[src/rtl/mem_access_stage_pkg.sv]
// Shared types for the MEM stage: dword/register types,
// FSM state encoding and RV64 load/store funct3 codes.
package mem_access_stage_pkg;

  localparam int XLEN  = 64;
  localparam int LANES = XLEN / 8;

  typedef logic [XLEN-1:0] dword_t;
  typedef logic [4:0]      reg_t;

  typedef enum logic [1:0] {
    IDLE,
    REQ,
    DONE
  } mem_state_t;

  localparam logic [2:0] LB  = 3'b000;
  localparam logic [2:0] LH  = 3'b001;
  localparam logic [2:0] LW  = 3'b010;
  localparam logic [2:0] LD  = 3'b011;
  localparam logic [2:0] LBU = 3'b100;
  localparam logic [2:0] LHU = 3'b101;
  localparam logic [2:0] LWU = 3'b110;

  localparam logic [2:0] SB  = 3'b000;
  localparam logic [2:0] SH  = 3'b001;
  localparam logic [2:0] SW  = 3'b010;
  localparam logic [2:0] SD  = 3'b011;

endpackage

[src/rtl/mem_access_stage_if.sv]
// Data-memory request/response bus between MEM stage
// (master) and the dmem/cache side (slave).
interface mem_access_stage_if;
  import mem_access_stage_pkg::*;

  logic             dmemREN;
  logic             dmemWEN;
  dword_t           dmemaddr;
  dword_t           dmemstore;
  logic [LANES-1:0] dmembyteen;
  logic             dhit;
  dword_t           dmemload;

  modport master (
    output dmemREN,
    output dmemWEN,
    output dmemaddr,
    output dmemstore,
    output dmembyteen,
    input  dhit,
    input  dmemload
  );

  modport slave (
    input  dmemREN,
    input  dmemWEN,
    input  dmemaddr,
    input  dmemstore,
    input  dmembyteen,
    output dhit,
    output dmemload
  );

endinterface

[src/rtl/mem_access_stage_lane_align.sv]
// Byte-lane steering: store shift/byte enables, load
// extraction/extension and the natural-alignment check.
module mem_access_stage_lane_align
  import mem_access_stage_pkg::*;
(
  input  logic [2:0]       funct3_i,
  input  logic [2:0]       addr_i,
  input  dword_t           storedata_i,
  input  dword_t           dmemload_i,
  output logic [LANES-1:0] byteen_o,
  output dword_t           store_o,
  output dword_t           load_o,
  output logic             misal_o
);

  logic [2:0]       sz;
  logic [5:0]       bits;
  logic [LANES-1:0] mask;
  dword_t           sh;

  // funct3[1:0] encodes the size for loads and stores alike
  assign sz       = {1'b0, funct3_i[1:0]};
  assign bits     = {addr_i, 3'b000};
  assign store_o  = storedata_i << bits;
  assign sh       = dmemload_i >> bits;
  assign byteen_o = mask << addr_i;

  always_comb begin
    mask    = '0;
    misal_o = 1'b0;
    unique case (sz)
      SB: mask = 8'h01;
      SH: begin
        mask    = 8'h03;
        misal_o = addr_i[0];
      end
      SW: begin
        mask    = 8'h0F;
        misal_o = |addr_i[1:0];
      end
      SD: begin
        mask    = 8'hFF;
        misal_o = |addr_i;
      end
      default: begin
        mask    = 8'hFF;
        misal_o = |addr_i;
      end
    endcase
  end

  always_comb begin
    load_o = sh;
    unique case (funct3_i)
      LB:  load_o = {{(XLEN-8){sh[7]}}, sh[7:0]};
      LH:  load_o = {{(XLEN-16){sh[15]}}, sh[15:0]};
      LW:  load_o = {{(XLEN-32){sh[31]}}, sh[31:0]};
      LD:  load_o = sh;
      LBU: load_o = {{(XLEN-8){1'b0}}, sh[7:0]};
      LHU: load_o = {{(XLEN-16){1'b0}}, sh[15:0]};
      LWU: load_o = {{(XLEN-32){1'b0}}, sh[31:0]};
      default: load_o = sh;
    endcase
  end

endmodule

[src/rtl/mem_access_stage.sv]
// MEM stage: dmem handshake FSM, stall generation and
// the *_mem inputs of the MEM/WB latch.
module mem_access_stage
  import mem_access_stage_pkg::*;
(
  input  logic   CLK,
  input  logic   nRST,
  input  logic   ex_valid,
  input  logic   MemRead_ex,
  input  logic   MemWrite_ex,
  input  logic   RegWrite_ex,
  input  logic   MemToReg_ex,
  input  reg_t   rd_ex,
  input  logic [2:0] funct3_ex,
  input  dword_t aluout_ex,
  input  dword_t storedata_ex,
  mem_access_stage_if.master dmem,
  output logic   mem_stall,
  output logic   misalign,
  output logic   RegWrite_mem,
  output logic   MemToReg_mem,
  output reg_t   rd_mem,
  output dword_t dmemdata_mem,
  output dword_t aluout_mem
);

  mem_state_t       state_q, state_d;
  dword_t           ldata_q, ldata_d;
  logic             mem_op, is_ld, is_st;
  logic             misal, req_c, mis_c;
  logic             req, wen;
  logic [LANES-1:0] be;
  dword_t           st_al, ld_ext;

  mem_access_stage_lane_align u_align (
    .funct3_i    (funct3_ex),
    .addr_i      (aluout_ex[2:0]),
    .storedata_i (storedata_ex),
    .dmemload_i  (dmem.dmemload),
    .byteen_o    (be),
    .store_o     (st_al),
    .load_o      (ld_ext),
    .misal_o     (misal)
  );

  assign mem_op = ex_valid & (MemRead_ex | MemWrite_ex);
  assign is_ld  = MemRead_ex;
  assign is_st  = MemWrite_ex & ~MemRead_ex;

  always_comb begin
    state_d = state_q;
    ldata_d = ldata_q;
    req_c   = 1'b0;
    mis_c   = 1'b0;
    unique case (state_q)
      IDLE: begin
        if (mem_op && misal) begin
          mis_c = 1'b1;
        end else if (mem_op) begin
          req_c   = 1'b1;
          state_d = dmem.dhit ? DONE : REQ;
          if (dmem.dhit) ldata_d = is_ld ? ld_ext : '0;
        end
      end
      REQ: begin
        req_c = 1'b1;
        if (dmem.dhit) begin
          state_d = DONE;
          ldata_d = is_ld ? ld_ext : '0;
        end
      end
      DONE: state_d = IDLE;
      default: state_d = IDLE;
    endcase
  end

  always_ff @(posedge CLK or negedge nRST) begin
    if (!nRST) begin
      state_q <= IDLE;
      ldata_q <= '0;
    end else begin
      state_q <= state_d;
      ldata_q <= ldata_d;
    end
  end

  // Gate with reset so an abandoned request drops at once
  assign req      = req_c & nRST;
  assign misalign = mis_c & nRST;
  assign wen      = req & is_st;

  assign dmem.dmemREN    = req & is_ld;
  assign dmem.dmemWEN    = wen;
  assign dmem.dmemaddr   = {aluout_ex[XLEN-1:3], 3'b000};
  assign dmem.dmemstore  = wen ? st_al : '0;
  assign dmem.dmembyteen = wen ? be : '0;

  assign mem_stall    = req;
  assign RegWrite_mem = RegWrite_ex & ex_valid
                      & ~req & ~misalign;
  assign MemToReg_mem = MemToReg_ex;
  assign rd_mem       = rd_ex;
  assign aluout_mem   = aluout_ex;
  assign dmemdata_mem = (state_q == DONE) ? ldata_q : '0;

endmodule

[src/flat_wrapper.sv]
// flat-port wrapper written by rule: the top's interface ports become plain ports
module mem_access_stage_flat import mem_access_stage_pkg::*;
  (CLK, nRST, ex_valid, MemRead_ex, MemWrite_ex, RegWrite_ex, MemToReg_ex, rd_ex, funct3_ex, aluout_ex, storedata_ex, mem_stall, misalign, RegWrite_mem, MemToReg_mem, rd_mem, dmemdata_mem, aluout_mem, dmem_dmemREN, dmem_dmemWEN, dmem_dmemaddr, dmem_dmemstore, dmem_dmembyteen, dmem_dhit, dmem_dmemload);
  mem_access_stage_if dmem_i ();
  input  logic CLK;
  input  logic nRST;
  input  logic ex_valid;
  input  logic MemRead_ex;
  input  logic MemWrite_ex;
  input  logic RegWrite_ex;
  input  logic MemToReg_ex;
  input  reg_t rd_ex;
  input  logic [2:0] funct3_ex;
  input  dword_t aluout_ex;
  input  dword_t storedata_ex;
  output logic mem_stall;
  output logic misalign;
  output logic RegWrite_mem;
  output logic MemToReg_mem;
  output reg_t rd_mem;
  output dword_t dmemdata_mem;
  output dword_t aluout_mem;
  output wire logic [$bits(dmem_i.dmemREN)-1:0] dmem_dmemREN;
  output wire logic [$bits(dmem_i.dmemWEN)-1:0] dmem_dmemWEN;
  output wire logic [$bits(dmem_i.dmemaddr)-1:0] dmem_dmemaddr;
  output wire logic [$bits(dmem_i.dmemstore)-1:0] dmem_dmemstore;
  output wire logic [$bits(dmem_i.dmembyteen)-1:0] dmem_dmembyteen;
  input wire logic [$bits(dmem_i.dhit)-1:0] dmem_dhit;
  input wire logic [$bits(dmem_i.dmemload)-1:0] dmem_dmemload;
  assign dmem_dmemREN = dmem_i.dmemREN;
  assign dmem_dmemWEN = dmem_i.dmemWEN;
  assign dmem_dmemaddr = dmem_i.dmemaddr;
  assign dmem_dmemstore = dmem_i.dmemstore;
  assign dmem_dmembyteen = dmem_i.dmembyteen;
  assign dmem_i.dhit = dmem_dhit;
  assign dmem_i.dmemload = dmem_dmemload;
  mem_access_stage u_core (.CLK(CLK), .nRST(nRST), .ex_valid(ex_valid), .MemRead_ex(MemRead_ex), .MemWrite_ex(MemWrite_ex), .RegWrite_ex(RegWrite_ex), .MemToReg_ex(MemToReg_ex), .rd_ex(rd_ex), .funct3_ex(funct3_ex), .aluout_ex(aluout_ex), .storedata_ex(storedata_ex), .dmem(dmem_i), .mem_stall(mem_stall), .misalign(misalign), .RegWrite_mem(RegWrite_mem), .MemToReg_mem(MemToReg_mem), .rd_mem(rd_mem), .dmemdata_mem(dmemdata_mem), .aluout_mem(aluout_mem));
endmodule
[config.mk]
export PLATFORM = sky130hd
export DESIGN_NAME = mem_access_stage_flat
export DESIGN_NICKNAME = d
export VERILOG_FILES = /design/src/rtl/mem_access_stage_pkg.sv /design/src/rtl/mem_access_stage_if.sv /design/src/rtl/mem_access_stage_lane_align.sv /design/src/rtl/mem_access_stage.sv /design/src/flat_wrapper.sv
export SDC_FILE = /design/constraint.sdc
export NUM_CORES = 1
export LEC_CHECK = 0
export ABC_AREA = 1
export ABC_CLOCK_PERIOD_IN_PS = 1950
export BUFFER_PORTS_ARGS = -buffer_cell sky130_fd_sc_hd__buf_2
export CAP_MARGIN = 20
export CORE_AREA = 2 2 189 191
export DETAILED_ROUTE_END_ITERATION = 12
export DIE_AREA = 0 0 191 193
export GPL_ROUTABILITY_DRIVEN = 0
export PLACE_DENSITY = 0.52
export SYNTH_ARGS = -nofsm -noshare
export SYNTH_HDL_FRONTEND = slang
export SYNTH_SLANG_ARGS = --single-unit
[constraint.sdc]
create_clock -name CLK -period 1.95 [get_ports CLK]
set_input_delay 0.39 -clock CLK [delete_from_list [all_inputs] [get_ports CLK]]
set_output_delay 0.39 -clock CLK [all_outputs]
set_load 0.03 [all_outputs]
======== Yosys cells after proc, flatten, opt, wreduce, memory -nomap -nowiden ========
Index checks and enable logic that the tools add are counted.
operators by class
  add/sub/neg operators ................... 0
  multiply operators ...................... 0
  divide/modulo/power cells ............... 0
  $lt $le $gt $ge ......................... 0
  eq/ne operators ......................... 12
  shift operators ......................... 3
  mux-type cells .......................... 21
  bitwise operators ....................... 13
  reductions and logical operators ........ 9
operator list
  operator              number
  $mux W64              6
  $pmux W64 S6          1
  $pmux W64 S2          1
  $shl A64 B6 Y64       1
  $shr A64 B6 Y64       1
  $pmux W8 S3           1
  $and A1 B1 Y1         9
  $eq A3 B3 Y1 const B  3
  $mux W2               4
  $mux W8               1
  $shl A8 B3 Y8         1
  $logic_not A3 Y1      2
  $reduce_and A3 Y1     2
  $eq A2 B1 Y1 const B  2
  $eq A2 B2 Y1 const B  2
  $mux W1               4
  $ne A2 B2 Y1 const B  2
  $pmux W2 S2           1
  $eq A3 B1 Y1 const B  1
  $eq A3 B2 Y1 const B  1
  $not A1 Y1            3
  $pmux W1 S3           1
  $reduce_or A3 Y1      1
  $logic_not A2 Y1      1
  6 further kinds       6
storage, ports and cells
  flip-flop bits (word level) ............. 66
  bits in latches ......................... 0
  RAM bits ................................ 0
  bits in read-only memories .............. 0
  input bits .............................. 208
  output and inout bits ................... 275
  word-level logic and storage cells ...... 60
  memories ................................ 0

======== Logic depth before layout (Yosys ltp) ========
Gate-level depths: netlist (run 1).
  depth after elaboration ................. 9
  depth in mapped cells ................... 13
  depth with buffers taken out ............ 11

======== Modules after synthesis ========
A second synthesis (run 1) with hierarchy kept.
second synthesis, totals
  cells, all modules ...................... 1719
  area, all modules ....................... 9437.8 sq um
modules (own cells, without submodules)
  module                       instances  cells an instance  area each (sq um)  sequential area each (sq um)
  mem_access_stage             1          863                5346.4             1651.6
  mem_access_stage_lane_align  1          856                4091.4             0.0

======== Worst setup path after synthesis (run 1) ========
OpenSTA, ideal clock, no wires.
  kind .................................... input to output
  from .................................... input port aluout_ex[0]
  to ...................................... output port dmem_dmemstore[41]
  data arrival time ....................... 2092 ps
  required time ........................... 1560 ps
  slack ................................... -532 ps
  cell stages on the path ................. 11
  buffers on the path ..................... 2
  cells stage by stage .................... buf_6 inv_6 nand2_2 nor2_2 nand2_1 nand3_1 nand2_1 inv_2 nand2_4 buf_2 nor3_1
on the way
  longest elaborated chain between the ends .. 8
  elaborated cells between the ends (all ways) .. 10
  classes of those cells .................. 1 x shift; 4 x mux; 2 x bitwise; 3 x reduce/logical
ends and longest elaborated chain
  element                                                      RTL line                                                                                                 source
  start, declared                                              flat_wrapper.sv:14                                                                                       input dword_t aluout_ex;
  $reduce_or A3 Y1 / $reduce_or A2 Y1 (equally long branches)  mem_access_stage_lane_align.sv:43, mem_access_stage_lane_align.sv:47, mem_access_stage_lane_align.sv:39
  $pmux W1 S3 (*)                                              mem_access_stage_lane_align.sv:31                                                                        unique case (sz)
  $logic_and A1 B1 Y1 (*)                                      mem_access_stage.sv:57                                                                                   if (mem_op && misal) begin
  $mux W1 (*)                                                  mem_access_stage.sv:57
  $pmux W1 S2 (*)                                              mem_access_stage.sv:55                                                                                   unique case (state_q)
  $and A1 B1 Y1 (*)                                            mem_access_stage.sv:88                                                                                   assign req = req_c & nRST;
  net mem_stall                                                flat_wrapper.sv:16                                                                                       output logic mem_stall;
  $and A1 B1 Y1 (*)                                            mem_access_stage.sv:90                                                                                   assign wen = req & is_st;
  $mux W64 (*)                                                 mem_access_stage.sv:95                                                                                   assign dmem.dmemstore = wen ? st_al : '0;
  end, declared                                                flat_wrapper.sv:26                                                                                       output wire logic [$bits(dmem_i.dmemstore)-1:0] dmem_dmemstore;
Mark *: on every way through the listed nets, which the timed path passes. The rest lies on a longest branch.

======== Worst setup path in the final report (run 1) ========
  from .................................... register u_core.state_q[1]
  to ...................................... output port dmem_dmemstore[5]
on the way
  longest elaborated chain between the ends .. 5
  elaborated cells between the ends (all ways) .. 6
  classes of those cells .................. 1 x eq/ne; 2 x mux; 2 x bitwise; 1 x reduce/logical
ends and longest elaborated chain
  element                                                  RTL line                source
  start, declared                                          mem_access_stage.sv:27  mem_state_t state_q, state_d;
  start signal, assigned                                   mem_access_stage.sv:82  state_q <= state_d;
  $eq A2 B1 Y1 / $logic_not A2 Y1 (equally long branches)  mem_access_stage.sv:55
  $pmux W1 S2 (*)                                          mem_access_stage.sv:55
  $and A1 B1 Y1 (*)                                        mem_access_stage.sv:88
  $and A1 B1 Y1 (*)                                        mem_access_stage.sv:90
  $mux W64 (*)                                             mem_access_stage.sv:95
Every way passes the cells marked *; elsewhere a longest branch is shown, timed or not.

==> metrics.txt, run 1 <==
Detailed Route WL between 40 and 50 mm; layout cells sized above 1 32.5%; std cell rows 69; RSZ-0062 raised after global routing yes; nets@finish 1938; crit-path max FO 5; crit path kind flip-flop to output port; Rel. slew slack around 40%; Area Overhead vs Synth 39.6%; share of total power in sequential cells 30.8%; CP Launch Type flip-flop; Area after DPL 10600 um2; syn_area_per_cell approximately 5.6 um2; total gr overflow 0; Num CTS Buffers 9; Mapped Cells 1524; Sw Share 39.5%; top_reg_cell synth dfrtp_1; Critical Path Most Common Cell nand2_8; crit path DAT 1.86 ns; Worst EP required 1.56 ns; Leak Pwr 6.22 nW; worst-margin pin slew 0.901 ns; area of the core 35000 um2; DPL Wire Length roughly 32 mm; worst setup margin -0.296 ns; initial antenna violation count 27; post-layout instance area 11800 um2; Die Width 191 um; crit end category output port; Die H ~190 um; drt initial violations 738; Via density 4.78; endpoints failing setup 104; fin crit period around 2.2 ns; Distinct cells, synth 39; Worst Path Buf+Inv 5; Comb pwr share about two fifths; clock slew at reported path FFs roughly 0.060 ns; CTS tree done; pin count of the biggest net entering global routing 67; Fmax achieved 0.445 GHz; Hold WC Path Type primary input to flip-flop; IR drop worst, VDD 403 uV; slowest CP cell dfrtp_1; Global Route Usage Sum 20.9%; first-pass GRT wire length 58.4 mm; internal power approximately 0.0035 W; fin. max-slew vios 0; register area share after synthesis 19.5%; Final Util 33.8%; routed len/inst 18.2 um; Final Skew 0.00846 ns; #FFs+latches synth 66; Final ANT Viol Nets 0; pwr dens between 400 and 500 nW/um2; Skew-Pair Late Insertion Delay 0.34 ns; detailed-route DRC error count 0; FFs w/ async S/R, synth 100%; part of the power in the clock network approximately 29%; IO Port Bufs roughly 280; post-route clock period utilization 115%; status finished, violations left; CP max stage delay 0.40 ns; Synth Warn # 0; vias in the first global route 9982; die area 36900 um2; EDFF count, synth 0; Final Hold Viols 0; drt first pass iters 6; MaxCap Viol Count 0; Synth Cell Area approximately 8500 um2; Largest delay share family, worst path buffers and inverters; H-tree Lvls 3; Max Root-Sink Buffers 2; io pins approximately 480; ordered cell list for the critical path inv_2, nand3_2, a21oi_2, nand2_2, clkinv_4, nand2_8, clkinv_8, nand2_8, buf_12, nor2_4, buf_6; clock sinks between 60 and 70; Initial Util 24.2%; CTS root buf clkbuf_16; via count 10568; failing checks negative setup slack; Psw 0.00226 W
[flip-flops by register name, indices dropped and copies added, names as in the netlist]
| signal | flops |
|---|---|
| u_core.state_q | 2 |
| u_core.ldata_q | 64 |
[synth_stat cells, drive strengths merged (2+ instances only)]
| master | instances | area [um2] |
|---|---|---|
| dfrtp | 66 | 1650 |
| inv | 159 | 604 |
| or2 | 3 | 18.8 |
| buf | 202 | 1400 |
| nor2 | 193 | 757 |
| nand2 | 472 | 1800 |
| o211ai | 20 | 150 |
| nand4 | 4 | 25.0 |
| a31oi | 5 | 31.3 |
| o22ai | 9 | 56.3 |
| o31ai | 2 | 15.0 |
| a21boi | 2 | 15.0 |
| nor3 | 5 | 25.0 |
| clkbuf | 36 | 144 |
| nand3 | 117 | 608 |
| a21oi | 48 | 244 |
| o21ai | 175 | 880 |
[routing by layer]
| layer | track usage, % | wire length (um) | up-vias |
|---|---|---|---|
| li1 | - | - | 5089 |
| met4 | 10.3 | 1710 | 24 |
| met2 | 33.5 | 18700 | 473 |
| met1 | 26.3 | 16400 | 4834 |
| met5 | 0 | 141 | - |
| met3 | 4.74 | 3180 | 148 |
[power by group through the flow]
stage          combinational [W]  sequential [W]  clock (W)
6_report                 0.00231         0.00177    0.00165
5_1_grt                  0.00255         0.00179    0.00176
4_1_cts                  0.00223         0.00176    0.00168
3_5_place_dp             0.00218         0.00179          0
3_3_place_gp             0.00216         0.00179          0
2_1_floorplan            0.00183         0.00173          0
[metrics by stage]
| stage | TNS (ns) | hold slack, ns | setup WS, ns | total power (W) | cells |
|---|---|---|---|---|---|
| finish | -17.09 | 0.314 | -0.296 | 0.00572 | 2212 |
| global route | -26.53 | 0.357 | -0.360 | 0.00610 | 2207 |
| CTS | -20.34 | 0.303 | -0.345 | 0.00568 | 2191 |
| detailed placement | -35.31 | 0.468 | -0.402 | 0.00396 | 2169 |
| global placement | -32.87 | 0.465 | -0.372 | 0.00395 | 2169 |
| floorplan | -9.20 | 0.0944 | -0.174 | 0.00356 | 1526 |
[cell families after synthesis]
group	Yosys count	synth area share, %
other	1	0.0442
buffers and inverters	397	25.4
AO/OA/AOI/OAI	265	16.8
AND/OR/NAND/NOR	794	38.1
multiplexers	1	0.118
flip-flops	66	19.5
[final cells by class]
| cell class | instances | area, um2 |
|---|---|---|
| Fill cell | 3881 | 23100 |
| Multi-Input combinational cell | 1064 | 5320 |
| Tap cell | 461 | 577 |
| Inverter | 159 | 627 |
| Clock inverter | 6 | 67.6 |
| Antenna cell | 17 | 42.5 |
| Timing Repair Buffer | 430 | 3320 |
| Clock buffer | 9 | 225 |
| Sequential cell | 66 | 1650 |
[path summary, 6_finish.rpt]
path                                           startpoint                        endpoint  slack (ns)  depth (start not counted)
max reg2reg                 u_core.state_q[1]$_DFFE_PN0P_   u_core.ldata_q[6]$_DFFE_PN0P_        0.20                          9
max in group asynchronous                            nRST  u_core.ldata_q[63]$_DFFE_PN0P_        1.04                          2
min in group asynchronous                            nRST  u_core.ldata_q[59]$_DFFE_PN0P_        0.32                          2
min                                             dmem_dhit   u_core.state_q[0]$_DFFE_PN0P_        0.31                          4
max                         u_core.state_q[1]$_DFFE_PN0P_               dmem_dmemstore[5]       -0.30                         11
min reg2reg                u_core.ldata_q[39]$_DFFE_PN0P_  u_core.ldata_q[39]$_DFFE_PN0P_        0.48                          2
[what timing repair did]
item                                    CTS  global route
cloned                                    3             3
buffers inserted                          4             4
gates resized for setup                 132            78
hold buffers                              0             0
pin swaps                                 5            13
endpoints found under the setup margin   80           156
[worst register-to-register path, delay by kind of cell (launching register included)]
kind	cells	cell delay, ns
simple gates	3	0.35
flops	1	0.40
buf+inv	4	0.62
compound gates	2	0.32
[cell usage in the layout (no fill, tap or decap), types with 12 or more instances in the layout]
master / instances
a21oi_1: 44
buf_6: 56
buf_12: 18
diode_2: 17
nor2_2: 18
dfrtp_1: 66
nor2_1: 122
nand3_1: 112
buf_2: 191
clkbuf_16: 12
o21ai_0: 120
o211ai_1: 20
nor2_4: 53
o21ai_1: 52
buf_4: 147
nand2_1: 461
inv_1: 146
No activity file was read; power rests on OpenSTA's default activity.
==> inputs of run 2 (changes only) <==
--- a/config.mk
+++ b/config.mk
@@ -14,6 +14,7 @@
 export DIE_AREA = 0 0 191 193
 export GPL_ROUTABILITY_DRIVEN = 0
 export PLACE_DENSITY = 0.52
+export SETUP_SLACK_MARGIN = 0.05
 export SYNTH_ARGS = -nofsm -noshare
 export SYNTH_HDL_FRONTEND = slang
 export SYNTH_SLANG_ARGS = --single-unit
==> run 2 against run 1 <==
Effect of this change: the flow still finishes with violations (negative setup slack); maximum frequency down 1.3%; clock-buffer cell count rose by 1; core utilization grew 1.1 points; wire length rose by 2.7%; global-route usage increased by 0.39 points; largest cell class unchanged.
==> metrics.txt, run 2 (synthesis gave the netlist of run 1 again) <==
Num CTS Buffers 9; R2R depth 10; Via density 4.77; detailed-route DRC error count 0; fin crit period around 2.3 ns; worst setup margin -0.327 ns; H-tree Lvls 3; Hold WC Path Type primary input to async pin; via count about 11000; Fmax achieved between 0.4 and 0.5 GHz; post-layout instance area 12200 um2; io pins roughly 480; met3 WL 3.37 mm; Final ANT Viol Nets 0; ordered cell list for the critical path inv_2, nand2_4, buf_6, nand3_4, nand2_4, inv_8, nand2_8, inv_12, nand2_8, nor2_2, buf_6; CP Launch Type flip-flop; setup TNS -19.10 ns; Final Util a little over a third; crit end category output port; slowest CP cell dfrtp_1; layout cells sized above 1 33.9%; Detailed Route WL approximately 41 mm; drt initial violations 683; metal2 WL a little under 20 mm; Leak Pwr ~6.3 nW; commonest cells after routing, fill and taps aside nand2_1 (460), buf_2 (176), inv_1 (145); crit path kind flip-flop to output port; CTS tree done; endpoints failing setup approximately 80; IR drop worst, VDD 385 uV; Placed Cells approximately 2200; area of the core 35000 um2; MaxCap Viol Count 0; pwr dens 476 nW/um2; Rel. slew slack 40.2%; clock slew at reported path FFs 0.06 ns; Die H 193 um; Area after DPL 10600 um2; initial antenna violation count 25; Worst EP required approximately 1.6 ns; Skew-Pair Late Insertion Delay between 0.3 and 0.4 ns; worst-margin pin slew 0.897 ns; Hold Worst Slack 0.298 ns; fin. max-slew vios 0; Die Width between 150 and 200 um; post-route clock period utilization 117%; Area Overhead vs Synth 44.0%; Initial Util 24.2%; largest reg by FF count u_core.ldata_q; die area 36900 um2; crit-path max FO 6; most common cell after layout, fill and taps aside nand2_1; routed len/inst roughly 19 um; CP max stage delay 0.39 ns; CTS root buf clkbuf_16; first-pass GRT wire length 59.8 mm; Max Root-Sink Buffers 2; IO Port Bufs 284; cts hold-fix bufs 0; pin count of the biggest net entering global routing 67; nets@finish approximately 1900; Final Non-Filler Cells 2218; DPL Wire Length 31.9 mm; status finished, violations left; drt first pass iters 5; # fillers a little under 4000; std cell rows 69; Largest register FFs 64; Final Skew slightly below 0.009 ns; Global Route Usage Sum a little over a fifth; clock sinks 66; wl on met1 16.7 mm; vias in the first global route 9990; biggest regs u_core.ldata_q (64), u_core.state_q (2); RSZ-0062 raised after global routing yes; Final Hold Viols 0; crit path DAT 1.89 ns; total gr overflow 0; failing checks negative setup slack; highest routed layer met5
[run 2: changes by cell type in the layout (fill, tap and decap cells not counted), sizes merged]
cell	before	now
buf	418	426
clkinv	4	5
clkbuf	21	17
inv	158	157
nand2	473	477
diode	17	16
clkinvlp	2	1
[run 2: stage by stage]
step | power (W) | setup slack, ns
floorplan | 0.00356 | -0.174
global placement | 0.00395 | -0.334
detailed placement | 0.00396 | -0.364
CTS | 0.00569 | -0.370
global route | 0.00618 | -0.382
finish | 0.00580 | -0.327
[run 2: final cells by class]
type | instances | area, um2 | share of cell area [%]
flip-flops and latches | 66 | 1650 | 13.5
clock buffers | 10 | 229 | 1.88
clock inverters | 5 | 56.3 | 0.461
well taps | 461 | 577 | 4.73
repair buffers | 433 | 3550 | 29.1
diodes | 16 | 40.0 | 0.328
inverters | 159 | 642 | 5.26
multi-input cells | 1068 | 5460 | 44.7
[run 2: per-layer routing]
layer  vias up  global-route usage (%)
li1       5119                       -
met1      4855                    26.3
met2       450                    35.5
met3       123                    5.34
met4        24                    8.11
met5         -                       0
[run 2: worst max-delay path: cells and delay by family, from the launching register on]
kind | cells | cell delay, ns
buf+inv | 5 | 0.60
simple gates | 6 | 0.55
flops | 1 | 0.39
[run 2: repair_timing]
item / CTS / global route
gates resized for setup: 195 / 122
hold endpoints to repair: 0 / 0
endpoints found under the setup margin: 119 / 162
pin swaps: 15 / 9
cloned: 5 / 11
buffers inserted: 7 / 5
[run 2: where the power goes]
part           switching, W  internal, W
clock network      0.000638     0.000981
registers          0.000128      0.00163
logic               0.00153     0.000904
[run 2: path summary, 6_finish.rpt]
kind	from	end	slack [ns]
max in group asynchronous	nRST	u_core.ldata_q[63]$_DFFE_PN0P_	1.03
hold reg to reg	u_core.ldata_q[35]$_DFFE_PN0P_	u_core.ldata_q[35]$_DFFE_PN0P_	0.48
hold / removal	nRST	u_core.ldata_q[6]$_DFFE_PN0P_	0.30
setup / recovery	u_core.state_q[1]$_DFFE_PN0P_	dmem_dmembyteen[2]	-0.33
min in group CLK	dmem_dhit	u_core.state_q[0]$_DFFE_PN0P_	0.32
setup reg to reg	u_core.state_q[1]$_DFFE_PN0P_	u_core.ldata_q[22]$_DFFE_PN0P_	0.24
